**src/rtl/board_move_scheduler_pkg.sv**
```systemverilog
// Shared definitions for the move-generation scheduler: default geometry and FSM states.
package board_move_scheduler_pkg;

    localparam int unsigned NCOL_DEF   = 8;
    localparam int unsigned WORD_W_DEF = 152;
    localparam int unsigned COL_W      = 3;

    typedef enum logic [2:0] {
        IDLE,
        CLR,
        WAIT,
        SEL,
        RD,
        CAP,
        OUT,
        FIN
    } state_t;

endpackage

```
**src/rtl/board_move_scheduler_rr_select.sv**
```systemverilog
// Round-robin picker: first requesting index after ptr, wrapping modulo N.
module rr_select
    import board_move_scheduler_pkg::*;
#(
    parameter int unsigned N  = NCOL_DEF,
    parameter int unsigned IW = COL_W
) (
    input  logic [N-1:0]  req,
    input  logic [IW-1:0] ptr,
    output logic [IW-1:0] grant,
    output logic          any_grant
);

    int unsigned idx;

    always_comb begin
        grant     = '0;
        any_grant = 1'b0;
        idx       = 0;
        for (int unsigned i = 1; i <= N; i++) begin
            idx = (32'(ptr) + i) % N;
            if (!any_grant && req[IW'(idx)]) begin
                grant     = IW'(idx);
                any_grant = 1'b1;
            end
        end
    end

endmodule

```
**src/rtl/board_move_scheduler.sv**
```systemverilog
// Restarts the column units, waits for all to finish, then drains their FIFOs
// round-robin one word at a time onto a valid/ready output.
module board_move_scheduler
    import board_move_scheduler_pkg::*;
#(
    parameter int unsigned NCOL    = NCOL_DEF,
    parameter int unsigned WORD_W  = WORD_W_DEF,
    parameter int unsigned CNT_W   = 10,
    parameter int unsigned TIMEOUT = 4096
) (
    input  logic                     clk,
    input  logic                     reset,
    input  logic                     start,
    output logic                     col_reset,
    input  logic [NCOL-1:0]          col_done,
    input  logic [NCOL-1:0]          col_empty,
    input  logic [NCOL*WORD_W-1:0]   col_data,
    output logic [NCOL-1:0]          col_rden,
    output logic                     m_valid,
    output logic [WORD_W-1:0]        m_data,
    output logic [COL_W-1:0]         m_col,
    input  logic                     m_ready,
    output logic                     busy,
    output logic                     gen_done,
    output logic                     timeout_err,
    output logic [CNT_W-1:0]         move_count
);

    localparam int unsigned WT_W = (TIMEOUT > 2) ? $clog2(TIMEOUT) : 1;
    localparam logic [WT_W-1:0] WT_LAST = WT_W'(TIMEOUT - 1);

    state_t            state, state_nxt;
    logic [COL_W-1:0]  ptr;
    logic [COL_W-1:0]  grant;
    logic              any_grant;
    logic [NCOL-1:0]   req;
    logic              clr_second;
    logic [WT_W-1:0]   wcnt;

    assign req = ~col_empty;

    rr_select #(
        .N  (NCOL),
        .IW (COL_W)
    ) u_rr_select (
        .req       (req),
        .ptr       (ptr),
        .grant     (grant),
        .any_grant (any_grant)
    );

    always_ff @(posedge clk) begin
        if (reset) state <= IDLE;
        else       state <= state_nxt;
    end

    always_comb begin
        state_nxt = state;
        case (state)
            IDLE: if (start) state_nxt = CLR;
            CLR:  if (clr_second) state_nxt = WAIT;
            WAIT: begin
                if (&col_done)           state_nxt = SEL;
                else if (wcnt == WT_LAST) state_nxt = FIN;
            end
            SEL:  state_nxt = any_grant ? RD : FIN;
            RD:   state_nxt = CAP;
            CAP:  state_nxt = OUT;
            OUT:  if (m_ready) state_nxt = SEL;
            FIN:  state_nxt = IDLE;
            default: state_nxt = IDLE;
        endcase
    end

    always_ff @(posedge clk) begin
        if (reset) begin
            ptr         <= COL_W'(NCOL - 1);
            clr_second  <= 1'b0;
            wcnt        <= '0;
            m_valid     <= 1'b0;
            m_data      <= '0;
            m_col       <= '0;
            timeout_err <= 1'b0;
            move_count  <= '0;
        end else begin
            case (state)
                IDLE: if (start) begin
                    ptr         <= COL_W'(NCOL - 1);
                    clr_second  <= 1'b0;
                    wcnt        <= '0;
                    timeout_err <= 1'b0;
                    move_count  <= '0;
                end
                CLR: begin
                    clr_second <= ~clr_second;
                    wcnt       <= '0;
                end
                WAIT: begin
                    if (!(&col_done) && wcnt == WT_LAST) timeout_err <= 1'b1;
                    wcnt <= wcnt + 1'b1;
                end
                SEL: if (any_grant) ptr <= grant;
                // FIFO output is valid one cycle after its read enable
                CAP: begin
                    m_data  <= col_data[ptr*WORD_W +: WORD_W];
                    m_col   <= ptr;
                    m_valid <= 1'b1;
                end
                OUT: if (m_ready) begin
                    m_valid <= 1'b0;
                    if (move_count != '1) move_count <= move_count + 1'b1;
                end
                default: ;
            endcase
        end
    end

    // Combinational outputs are masked by reset so nothing escapes on the reset cycle
    always_comb begin
        col_rden = '0;
        if (state == RD && !reset) col_rden[ptr] = 1'b1;
    end

    assign col_reset = reset | (state == CLR);
    assign busy      = !reset && (state != IDLE);
    assign gen_done  = !reset && (state == FIN);

endmodule

```
**config.mk**
```make
export PLATFORM = sky130hd
export DESIGN_NAME = board_move_scheduler
export DESIGN_NICKNAME = d
export VERILOG_FILES = /design/src/rtl/board_move_scheduler_pkg.sv /design/src/rtl/board_move_scheduler_rr_select.sv /design/src/rtl/board_move_scheduler.sv
export SDC_FILE = /design/constraint.sdc
export NUM_CORES = 1
export LEC_CHECK = 0
export ABC_AREA = 1
export BUFFER_PORTS_ARGS = -buffer_cell sky130_fd_sc_hd__buf_2
export CAP_MARGIN = 25
export CORE_AREA = 2 2 553 555
export DETAILED_ROUTE_END_ITERATION = 8
export DIE_AREA = 0 0 555 557
export HOLD_SLACK_MARGIN = 0.15
export PLACE_DENSITY = 0.3
export SLEW_MARGIN = 20
export SYNTH_ARGS = -nofsm -noshare
export SYNTH_HDL_FRONTEND = slang
export SYNTH_SLANG_ARGS = --single-unit
```
**constraint.sdc**
```tcl
create_clock -name clk -period 4.2 [get_ports clk]
set_input_delay 0.21 -clock clk [delete_from_list [all_inputs] [get_ports clk]]
set_output_delay 0.21 -clock clk [all_outputs]
set_load 0.05 [all_outputs]
```
==> out/results.tsv <==
stage	metric	value	unit
power_and_ir_drop	Comb pwr share	77.5	%
sta	FMAX	257	MHz
detailed_routing	TritonRoute pass-1 iters	6	
critical_path	CP Max Fanout	105	
synthesis	Netlist cell types	42	
synthesis	YS warnings	0	
global_routing	largest net degree at the start of global routing	118	
global_routing	grt ovf	0	
sta	setup_tns	0	ns
clocking	Reg clk slew, reported paths	0.10	ns
critical_path	Worst EP arrival	4.43	ns
global_routing	vias in the first global route	31497	
sta	Final Setup Violations	0	
critical_path	Required @ worst endpoint	4.74	ns
critical_path	reg2reg path depth	10	
power_and_ir_drop	maximum vdd drop	0.369	mV
synthesis	Seq cells post-synth	186	
synthesis	Synth Flop Type	dfxtp_1	
synthesis	share of synthesized registers carrying an async set or reset	0	%
die	Initial Util	5.70	%
min_path	hold depth	7	
detailed_routing	Routed wire per std cell	34.0	um
synthesis	synth cell count leaders	nand2_1, nor2_1, o21ai_0	
layout	fraction of layout cells with a size suffix above 1	32.2	%
sta	fin crit share	92.8	%
place	pre-CTS setup slack	1.17	ns
critical_path	R2R Path Start	ptr[0]$_SDFFE_PP1P_	
detailed_routing	Via Count	32929	
global_routing	first-pass GRT wire length	370000	um
critical_path	CP peak stage delay	0.58	ns
sta	RSZ-0062 raised after global routing	false	
synthesis	average cell area after synthesis	5.37	sq um
sta	final hold violation count	0	
detailed_routing	initial DRC count	3359	
clocking	CTS max path bufs	3	
synthesis	number of flops mapped to enable cells by yosys	0	
synthesis	most frequent cell after synthesis	nand2_1	
power_and_ir_drop	Seq pwr share	10.7	%
layout	final-stage net count	6010	
synthesis	largest area contributor in the netlist	dfxtp_1	
critical_path	reg2reg end	m_data[64]$_SDFFE_PP0P_	
global_routing	initial antenna violation count	400	
die	die span in y	557	um
synthesis	Mapped Cells	3230	
place	Post-DP HPWL	261000	um
clocking	Clk Latency, worst-skew pair	0.60	ns
sta	min Tclk post-route	3.90	ns
detailed_routing	post-route ant nets	0	
place	IO Port Bufs	1413	
synthesis	Yosys top cell area share	21.5	%
clocking	cts bufs inserted	21	
synthesis	Seq/Total Area, Yosys	21.5	%
power_and_ir_drop	Net Sw Power	12.0	mW
power_and_ir_drop	Int Pwr	7.47	mW
critical_path	Max stage delay cell, worst path	dlygate4sd3_1	
critical_path	Cell Chain, Critical Path	buf_12 > buf_4 > o21ai_0 > o22ai_1 > dlygate4sd3_1 > nand2_1 > nand3_1 > dlygate4sd3_1 > nand2_1 > inv_1	
detailed_routing	DRT Wirelength	302000	um
clocking	CTS root buf	clkbuf_16	
place	routability congestion estimate	0.965	
critical_path	Crit Path Class	reg2reg	
clocking	H-tree lvl count	4	
die	core area	304000	sq um
status	status	finished, final reports clean	
critical_path	R2R setup slack	0.30	ns
critical_path	Startpoint Class	flop	
die	I/O pin count	1414	
die	# rows	203	
sta	fin. max-slew vios	0	
synthesis	Mapped Area	17300	sq um
clocking	clk sink count	186	
clocking	TritonCTS clock tree	built	
min_path	Hold Path Class	in2reg	
synthesis	Synthesized Nets	4474	
synthesis	largest cells by area after synthesis	dfxtp_1, o21ai_0, nand2_1	
sta	clk_skew	0.0246	ns
detailed_routing	drt via density	3.71	
sta	max_slew headroom	26.3	%
layout	Final Cell Area	33000	sq um
global_routing	GRT Total Usage	18.6	%
place	Area after DPL	29000	sq um
sta	Setup WS post-layout	0.304	ns
power_and_ir_drop	Clock Power Share	11.8	%
die	die footprint	309000	sq um
sta	worst slew pin tran	1.09	ns
critical_path	CP Capture Type	flop	
detailed_routing	DRC	0	
power_and_ir_drop	Pwr Density	589	nW/um^2
die	Die Wd	555	um
layout	area grow syn2layout	90.7	%
min_path	hold_sp	col_data[630]	
power_and_ir_drop	Overall Power	19.5	mW
clocking	Resized Gates After CTS	0	
min_path	hold endpoint	m_data[22]$_SDFFE_PP0P_	
power_and_ir_drop	sw frac	61.6	%
flow_run	Max Cap Viol	0	
power_and_ir_drop	LEAKAGE	15.1	nW
## what timing repair did
action                     4_1_cts  5_1_grt
hold endpoints to repair       150        0
hold buffers                   314        0
setup endpoints to repair        0        1
buffers inserted                 0        0
## worst max-delay path: cells and delay by family (launching register included)
family                 cells  cell delay, ns
DFF                        1            0.43
and+or+nand+nor            3            0.21
buffers and inverters      5            2.19
AOI/OAI and AO/OA          2            0.75
## cell families (layout without fill, tap and decap cells)
kind of cell / count (synthesis) / after routing / synth area share [%]
simple gates: 1594 / 1594 / 36.6
compound gates: 964 / 964 / 30.4
buf+inv: 473 / 2019 / 10.7
flops: 186 / 186 / 21.5
fa+ha+maj: 8 / 8 / 0.578
xor+xnor: 5 / 5 / 0.253
other cells: 0 / 93 / 0
## flip-flops by register name, summed over array words and instances (netlist names)
name	flops
ptr	3
state	3
wcnt	12
m_valid	1
clr_second	1
move_count	10
timeout_err	1
m_data	152
m_col	3
## metrics by stage
stage | util, % | cells | hold slack [ns]
after CTS | 10.8 | 8774 | 0.152
final | 10.9 | 8866 | 0.189
after floorplan | - | 3230 | 0.408
after detailed placement | 9.54 | 8427 | 0.456
after global routing | 10.8 | 8788 | 0.202
after global placement | 9.54 | 8425 | 0.461
## worst max path at each step
stage | cells past startpoint | startpoint | endpoint | slack [ns]
floorplan | 17 | ptr[1]$_SDFFE_PP1P_ | ptr[1]$_SDFFE_PP1P_ | 1.52
global placement | 10 | state[1]$_SDFFE_PP0P_ | m_data[51]$_SDFFE_PP0P_ | 1.14
detailed placement | 9 | state[0]$_SDFFE_PP0P_ | m_data[53]$_SDFFE_PP0P_ | 1.17
CTS | 11 | ptr[0]$_SDFFE_PP1P_ | m_data[86]$_SDFFE_PP0P_ | 0.16
global route | 11 | ptr[0]$_SDFFE_PP1P_ | m_data[82]$_SDFFE_PP0P_ | 0.19
finish | 10 | ptr[0]$_SDFFE_PP1P_ | m_data[64]$_SDFFE_PP0P_ | 0.30
## power by group through the flow
| stage | clock network [mW] | registers (mW) | logic, mW |
|---|---|---|---|
| 2_1_floorplan | 0 | 2.44 | 6.46 |
| 3_3_place_gp | 0 | 2.12 | 13.9 |
| 3_5_place_dp | 0 | 2.12 | 13.8 |
| 4_1_cts | 2.49 | 2.08 | 15.2 |
| 5_1_grt | 2.49 | 2.10 | 16.2 |
| 6_report | 2.31 | 2.08 | 15.1 |
## per-layer routing
metal | track usage, % | routed length [um] | vias up
met2 | 27.4 | 123000 | 2205
li1 | - | - | 13995
met5 | 0 | 1150 | -
met3 | 8.42 | 36900 | 532
met1 | 25.2 | 136000 | 16015
met4 | 2.58 | 5450 | 182
## area by class of cell
cell class | count | area [sq um]
Antenna cell | 93 | 233
Clock buffer | 23 | 553
Clock inverter | 10 | 108
Fill cell | 36232 | 271000
Inverter | 199 | 788
Multi-Input combinational cell | 2571 | 11800
Sequential cell | 186 | 3730
Tap cell | 3997 | 5000
Timing Repair Buffer | 1787 | 10900
## layout by cell type (no fill, tap or decap), types with 2 or more instances in the layout
master,n
inv_2,5
nor2_1,651
o21a_1,3
nand4_1,9
inv_6,3
dlygate4sd3_1,314
nor3_1,11
ha_1,8
inv_8,4
o22ai_1,303
buf_2,1413
clkinvlp_4,3
o21ai_0,616
xor2_1,4
a21oi_1,26
diode_2,93
nor2_4,4
buf_4,44
clkbuf_16,21
dfxtp_4,2
nand2_1,702
nand3_1,205
clkbuf_8,2
a31oi_1,3
dfxtp_1,184
buf_12,16
and3_1,2
clkinv_4,2
inv_1,188
nor2_2,5
a211oi_1,2
a21oi_2,3
Note: power is estimated with default switching activity, not from simulation.
